==> src/rtl/sound_write_queue.sv <==
// Host-side write queue for the SN76489: buffers single-cycle host byte writes in a FIFO and
// replays each byte as a full chip-enable / write-enable cycle timed on the sound-chip clk_en.
module sound_write_queue #(
  parameter int unsigned FIFO_AW = 3,
  parameter int unsigned WE_HOLD = 32
) (
  input  logic             clk,
  input  logic             reset,
  input  logic             clk_en,
  input  logic             wr,
  input  logic [7:0]       wr_data,
  input  logic             clr_ovf,
  input  logic             snd_ready,
  output logic [0:7]       snd_d,
  output logic             snd_ce_n,
  output logic             snd_we_n,
  output logic             full,
  output logic             empty,
  output logic             busy,
  output logic [FIFO_AW:0] level,
  output logic             overflow
);

  localparam int unsigned          Depth    = 1 << FIFO_AW;
  localparam logic [FIFO_AW:0]     LvlFull  = (FIFO_AW + 1)'(Depth);
  localparam logic [FIFO_AW:0]     LvlOne   = (FIFO_AW + 1)'(1);
  localparam logic [FIFO_AW-1:0]   PtrOne   = FIFO_AW'(1);
  localparam logic [7:0]           HoldLast = 8'(WE_HOLD - 1);

  typedef enum logic [1:0] {StIdle, StSetup, StStrobe, StRelease} state_e;

  state_e               state_q;
  logic [7:0]           mem_q [Depth];
  logic [FIFO_AW-1:0]   wptr_q, rptr_q;
  logic [FIFO_AW:0]     level_q;
  logic [7:0]           cnt_q;
  logic                 ovf_q;
  logic                 push, pop, drop;

  assign empty    = (level_q == '0);
  assign full     = (level_q == LvlFull);
  assign level    = level_q;
  assign busy     = (state_q != StIdle);
  assign overflow = ovf_q;

  // A pop in the same cycle frees a slot, so a write while full is still accepted then.
  assign pop  = clk_en && (state_q == StIdle) && !empty;
  assign push = wr && (!full || pop);
  assign drop = wr && !push;

  always_ff @(posedge clk or posedge reset) begin
    if (reset) begin
      wptr_q  <= '0;
      rptr_q  <= '0;
      level_q <= '0;
    end else begin
      if (push) wptr_q <= wptr_q + PtrOne;
      if (pop)  rptr_q <= rptr_q + PtrOne;
      unique case ({push, pop})
        2'b10:   level_q <= level_q + LvlOne;
        2'b01:   level_q <= level_q - LvlOne;
        default: level_q <= level_q;
      endcase
    end
  end

  always_ff @(posedge clk) begin
    if (push) mem_q[wptr_q] <= wr_data;
  end

  // Set wins over a coincident clear.
  always_ff @(posedge clk or posedge reset) begin
    if (reset) begin
      ovf_q <= 1'b0;
    end else if (drop) begin
      ovf_q <= 1'b1;
    end else if (clr_ovf) begin
      ovf_q <= 1'b0;
    end
  end

  always_ff @(posedge clk or posedge reset) begin
    if (reset) begin
      state_q  <= StIdle;
      snd_d    <= '0;
      snd_ce_n <= 1'b1;
      snd_we_n <= 1'b1;
      cnt_q    <= '0;
    end else if (clk_en) begin
      unique case (state_q)
        StIdle: begin
          if (!empty) begin
            snd_d    <= mem_q[rptr_q];
            snd_ce_n <= 1'b0;
            state_q  <= StSetup;
          end
        end
        StSetup: begin
          snd_we_n <= 1'b0;
          cnt_q    <= '0;
          state_q  <= StStrobe;
        end
        StStrobe: begin
          if (cnt_q == HoldLast && snd_ready) begin
            snd_we_n <= 1'b1;
            state_q  <= StRelease;
          end else if (cnt_q != HoldLast) begin
            cnt_q <= cnt_q + 8'd1;
          end
        end
        StRelease: begin
          snd_ce_n <= 1'b1;
          state_q  <= StIdle;
        end
        default: state_q <= StIdle;
      endcase
    end
  end

endmodule

==> config.mk <==
export PLATFORM = sky130hd
export DESIGN_NAME = sound_write_queue
export DESIGN_NICKNAME = d
export VERILOG_FILES = /design/src/rtl/sound_write_queue.sv
export SDC_FILE = /design/constraint.sdc
export NUM_CORES = 1
export LEC_CHECK = 0
export ABC_AREA = 0
export BUFFER_PORTS_ARGS = -buffer_cell sky130_fd_sc_hd__clkbuf_2
export CORE_UTILIZATION = 60
export DETAILED_ROUTE_END_ITERATION = 12
export PLACE_DENSITY = 0.77
export SLEW_MARGIN = 25
export SYNTH_ARGS = -nofsm -noshare
export SYNTH_HDL_FRONTEND = slang
export SYNTH_SLANG_ARGS = --single-unit
==> constraint.sdc <==
create_clock -name clk -period 5.85 [get_ports clk]
set_input_delay 1.17 -clock clk [delete_from_list [all_inputs] [get_ports clk]]
set_output_delay 1.17 -clock clk [all_outputs]
set_load 0.005 [all_outputs]
After elaboration in Yosys (flattened, before gate mapping):

Memories as Yosys holds them, arrays and structs flattened. A register that Yosys moved wholly into a read port is not among the register bits.
Index checks and enable logic that the tools add are counted.

* register bits after elaboration: 23
* latch bits: 0
* RAM bits: 64
* ROM bits: 0
* bits of input ports: 14
* logic and storage cells: 63
* memories kept: 1

Memory list
* mem_q: depth 8, bits a word 8, rd ports 1, clocked after memory_dff 1, write ports 1, line 33 `logic [7:0] mem_q [Depth];`

* add/subtract/negate cells: 5
* $mul: 0
* divide/modulo/power cells: 0
* $lt $le $gt $ge: 0
* equality and inequality tests: 12
* shift operators: 0
* muxes and demuxes: 15
* bitwise gates (word level): 1
* reduce and logical (&&, ||, !) cells: 21

Operator list (number)
* 8-bit 2-to-1 mux: 2
* 8-bit case mux with 2 select lines: 1
* 3-bit AND reduction: 4
* 2-bit nonzero test: 5
* 8-bit by 1-bit adder with 8-bit output, second input constant: 1
* 8-bit by 5-bit equality test with 1-bit output, second input constant: 1
* 2-bit inequality test, second input constant: 4
* 8-bit by 5-bit inequality test with 1-bit output, second input constant: 1
* 2-bit case mux with 4 select lines: 1
* 4-bit case mux with 2 select lines: 1
* 3-bit by 1-bit adder with 3-bit output, second input constant: 2
* 2-bit equality test, second input constant: 3
* 1-bit 2-to-1 mux: 6
* 1-bit logical AND: 5
* 4-bit by 1-bit adder with 4-bit output, second input constant: 1
* 2-bit by 1-bit equality test with 1-bit output, second input constant: 2
* 4-bit equality test, second input constant: 1
* 4-bit zero test: 1
* 2-bit 2-to-1 mux: 2
* 1-bit case mux with 2 select lines: 2
* 4-bit AND reduction: 1
* 4-bit by 1-bit subtractor with 4-bit output, second input constant: 1
* 1-bit zero test: 3
* 2-bit zero test: 1
* other kinds (2): 2

Longest topological paths before layout:

* word-level depth: 8
* gate-level depth with buffers: 9
* mapped depth without buffers: 9

Least setup slack after synthesis:

Ideal clock, no wire load.

* kind: input to register
* start point: input clk_en
* end point: memory mem_q[1][0], enable pin
* library setup time: 383 ps
* arrival: 2609 ps
* slack: 2857 ps
* cell stages on the path: 6
* cells stage by stage: clkbuf_2 and2_1 clkbuf_1 o21a_1 nand2_1 nor3_1

* word-level cells in the longest chain between the ends: 6

Ends and longest elaborated chain
* from (decl): line 9 `input logic clk_en,`
* 1-bit logical AND (2 in a row): line 47 `assign pop = clk_en && (state_q == StIdle) && !empty;`
* 1-bit logical OR: line 48 `assign push = wr && (!full || pop);`
* 1-bit logical AND: line 48
* 1-bit 2-to-1 mux: line 68 `if (push) mem_q[wptr_q] <= wr_data;`
* 1-bit 2-to-1 mux (not written as such): line 68
* to (decl): line 33

Every way passes these cells.

Worst setup path in the final report:

* start point: register level_q[0], in the netlist level[0]
* end point: output empty

* word-level cells in the longest chain between the ends: 1

Ends and longest elaborated chain
* from (decl): line 35 `logic [FIFO_AW:0] level_q;`
* from (signal assigned): line 60 `2'b10: level_q <= level_q + LvlOne;`
* from (signal assigned): line 61 `2'b01: level_q <= level_q - LvlOne;`
* from (signal assigned): line 62 `default: level_q <= level_q;`
* 4-bit zero test: line 40 `assign empty = (level_q == '0);`
* to (decl): line 18 `output logic empty,`

Every way passes these cells.

==> metrics.yaml <==
die_w_microns: 84.5
setup_viol_count_final: 0
critical_path.startpoint_type: "flop"
ys_seq_area_share_pct: 66.2
post_cts_buffers: 0
clk_pin_slew_ns: 0.10
synth_area_leaders: "edfxtp_1 47%, dfrtp_1 18%, mux4_2 8.8%, ha_1 2.8%, mux2i_1 2.2%"
rr_worst_depth: 6
io_buffer_count: 31
worstReg2RegEnd: "mem_q[3][5]"
yosys.area.top_type: "edfxtp_1"
antenna_cells: 0
slowest_delay_ns: 0.72
drv_slew: 0
synth_compound_area_share_pct: 6.84
nets: 325
ys_ff_latch: 95
min-delay-start: "snd_d[2]"
dieArea_sq_mm: 0.00713
core-area_sq_mm: 0.00646
cts_hold_buf: 0
syn_inst: 268
hold_violations: 0
critPathBufInv: 2
final.min_clock_period_ns: 2.92
rsz0062_at_grt: "false"
clk-insertion-delay-late_ns: 0.36
finalSetupTns_ns: 0
p_total_uw: 2080
yosys.area_share.xor_xnor_pct: 1.07
fin_skew_ns: 0.0138
cp.required_ns: 4.68
synth-edff-count: 64
min_path_cells: 2
gp_congestion: 0.753
syn_avg_cell_area_sq_um: 15.2
cts.sinks: 95
fin_crit_sh_pct: 49.9
syn_to_final_growth_pct: 10.2
grt_pass1_vias: 2183
grt_usage_pct: 21.9
cts_tree: "built"
crit_type: "reg2out"
slew_headroom_pct: 46.7
synth.area.mux_share_pct: 11.7
syn_area_sq_mm: 0.00408
timing.fmax_ghz: 0.343
clock_path_buffers: 2
end_kind: "primary output"
dieHeight_microns: 84.5
cp_top_family: "simple AND/OR/NAND/NOR gates"
tightest_slew_ns: 0.796
detailed_place_hpwl_microns: 4700
vdd_drop_max_v: 0.000261
cts_resized: 0
synth-simple-area-share_pct: 8.10
r2r_start: "state_q[0]"
hold_path.class: "reg2reg"
synth_top_area_share_pct: 47.1
worstPathCellList: "or4_1, clkinv_4, clkbuf_2"
wirelength_microns: 7030
wire_per_inst_microns: 18.4
min_delay_worst_endpoint: "snd_d[2]"
yosys_warnings: 0
drc: 4
viasPerCell: 5.94
cts_root_buf: "clkbuf_8"
fillers: 452
pin_count: 32
h-tree-depth: 3
status: "finished with violations"
synth_adder_area_share_pct: 3.25
leakagePower_uw: 0.00170
drive_above_1_share_pct: 26.8
p_per_area_mw_per_mm2: 463
drt_first_iter_violations: 208
antenna_found_initial: 0
violations: "design-rule violations"
critPathSlowestCell: "or4_1"
synth_top_family_by_area: "multiplexers"
grt_max_degree: 32
overflow: 0
crit_arrival_ns: 1.75
drv_cap: 0
vias: 2274
grt_pass1_wl_microns: 11300
synth_cell_types: 49
synth_flop_cell: "edfxtp_1"
ys_async_sr_fraction_pct: 32.6
start_util_pct: 63.2
rows: 29
cp_max_fo: 7
dr.pass1.iters: 9
ant_nets: 0
r2r_setup_slack_ns: 3.33
synth_nets: 292
cts_made_buffers: 9
==> tightest hold or removal path: cells and delay by family, from the launching register on <==
kind | cells | cell delay, ns
AOI/OAI and AO/OA | 1 | 0.06
DFF | 1 | 0.35
and+or+nand+nor | 1 | 0.04
==> final cells by class <==
type                       count  area (sq um)  area share (%)
clock buffer                  11           141            3.15
clock inverter                 5          62.6            1.39
inverter                      14          57.6            1.28
multi-input combinational    149          1270            28.3
sequential                    95          2700            60.1
tap                           77          96.3            2.14
timing repair buffer          32           163            3.62
==> where the power goes <==
group / switching [uW] / internal [uW] / total [uW]
Clock: 227 / 213 / 440
Combinational: 291 / 320 / 610
Sequential: 159 / 871 / 1030
==> stage by stage <==
| stage | area [sq um] | setup WS [ns] | hold WS, ns | cells | util (%) |
|---|---|---|---|---|---|
| global placement | 4280 | 2.64 | 0.460 | 367 | 66.3 |
| global route | 4490 | 2.86 | 0.506 | 383 | 69.6 |
| detailed placement | 4280 | 2.55 | 0.469 | 367 | 66.3 |
| CTS | 4480 | 2.92 | 0.489 | 383 | 69.4 |
| floorplan | 4080 | 2.86 | 0.472 | 268 | - |
| finish | 4490 | 2.93 | 0.482 | 383 | 69.6 |
==> placed cells by master, fill, tap and decap left out, types with 3 or more instances in the layout <==
| master | count |
|---|---|
| a21oi_1 | 7 |
| clkbuf_2 | 31 |
| clkbuf_8 | 10 |
| dfrtp_1 | 28 |
| edfxtp_1 | 64 |
| ha_1 | 9 |
| inv_1 | 13 |
| mux2i_1 | 9 |
| mux4_2 | 16 |
| nand2_1 | 24 |
| nand3_1 | 11 |
| nor2_1 | 10 |
| o211ai_1 | 3 |
| o21ai_0 | 17 |
| or4_1 | 3 |
| xnor2_1 | 5 |
==> Yosys cell counts, types with 3 or more instances <==
| cell | count |
|---|---|
| ha_1 | 9 |
| inv_1 | 13 |
| xnor2_1 | 5 |
| mux4_2 | 16 |
| o21ai_0 | 17 |
| o211ai_1 | 3 |
| nand3_1 | 11 |
| nand2_1 | 24 |
| nor3_1 | 3 |
| dfrtp_1 | 29 |
| mux2i_1 | 9 |
| or4_1 | 3 |
| nor2_1 | 10 |
| buf_4 | 3 |
| edfxtp_1 | 64 |
| a21oi_1 | 7 |
==> cells by family (layout without fill, tap and decap cells) <==
| family | count (synthesis) | count (layout) |
|---|---|---|
| fa+ha+maj | 10 | 10 |
| buf+inv | 24 | 62 |
| mux | 27 | 27 |
| simple gates | 65 | 65 |
| xor+xnor | 5 | 5 |
| compound gates | 42 | 42 |
| flops | 95 | 95 |
==> flip-flops by register name, indices dropped and copies added, names as in the netlist <==
signal	flops
mem_q	64
snd_ce_n	1
state_q	2
cnt_q	8
snd_d	8
wptr_q	3
level	4
rptr_q	3
overflow	1
snd_we_n	1
==> how the worst max path moves through the flow <==
stage,from,endpoint,slack [ns],cells after the start
after floorplan,clk_en,mem_q[1][0],2.86,6
after detailed placement,clk_en,mem_q[1][0],2.55,5
after CTS,level[0],empty,2.92,3
final,level[0],empty,2.93,3
after global routing,level[0],empty,2.86,3
after global placement,clk_en,mem_q[0][0],2.64,5
==> metal layers <==
| metal | GRT usage (%) | vias up | share of wire [%] |
|---|---|---|---|
| met3 | 3.54 | 13 | 4.6 |
| met2 | 32.9 | 63 | 46 |
| li1 | - | 1084 | - |
| met5 | 0 | - | 0 |
| met4 | 10.3 | 0 | 2.2 |
| met1 | 32.0 | 1114 | 47 |
No activity file was read; power rests on OpenSTA's default activity.
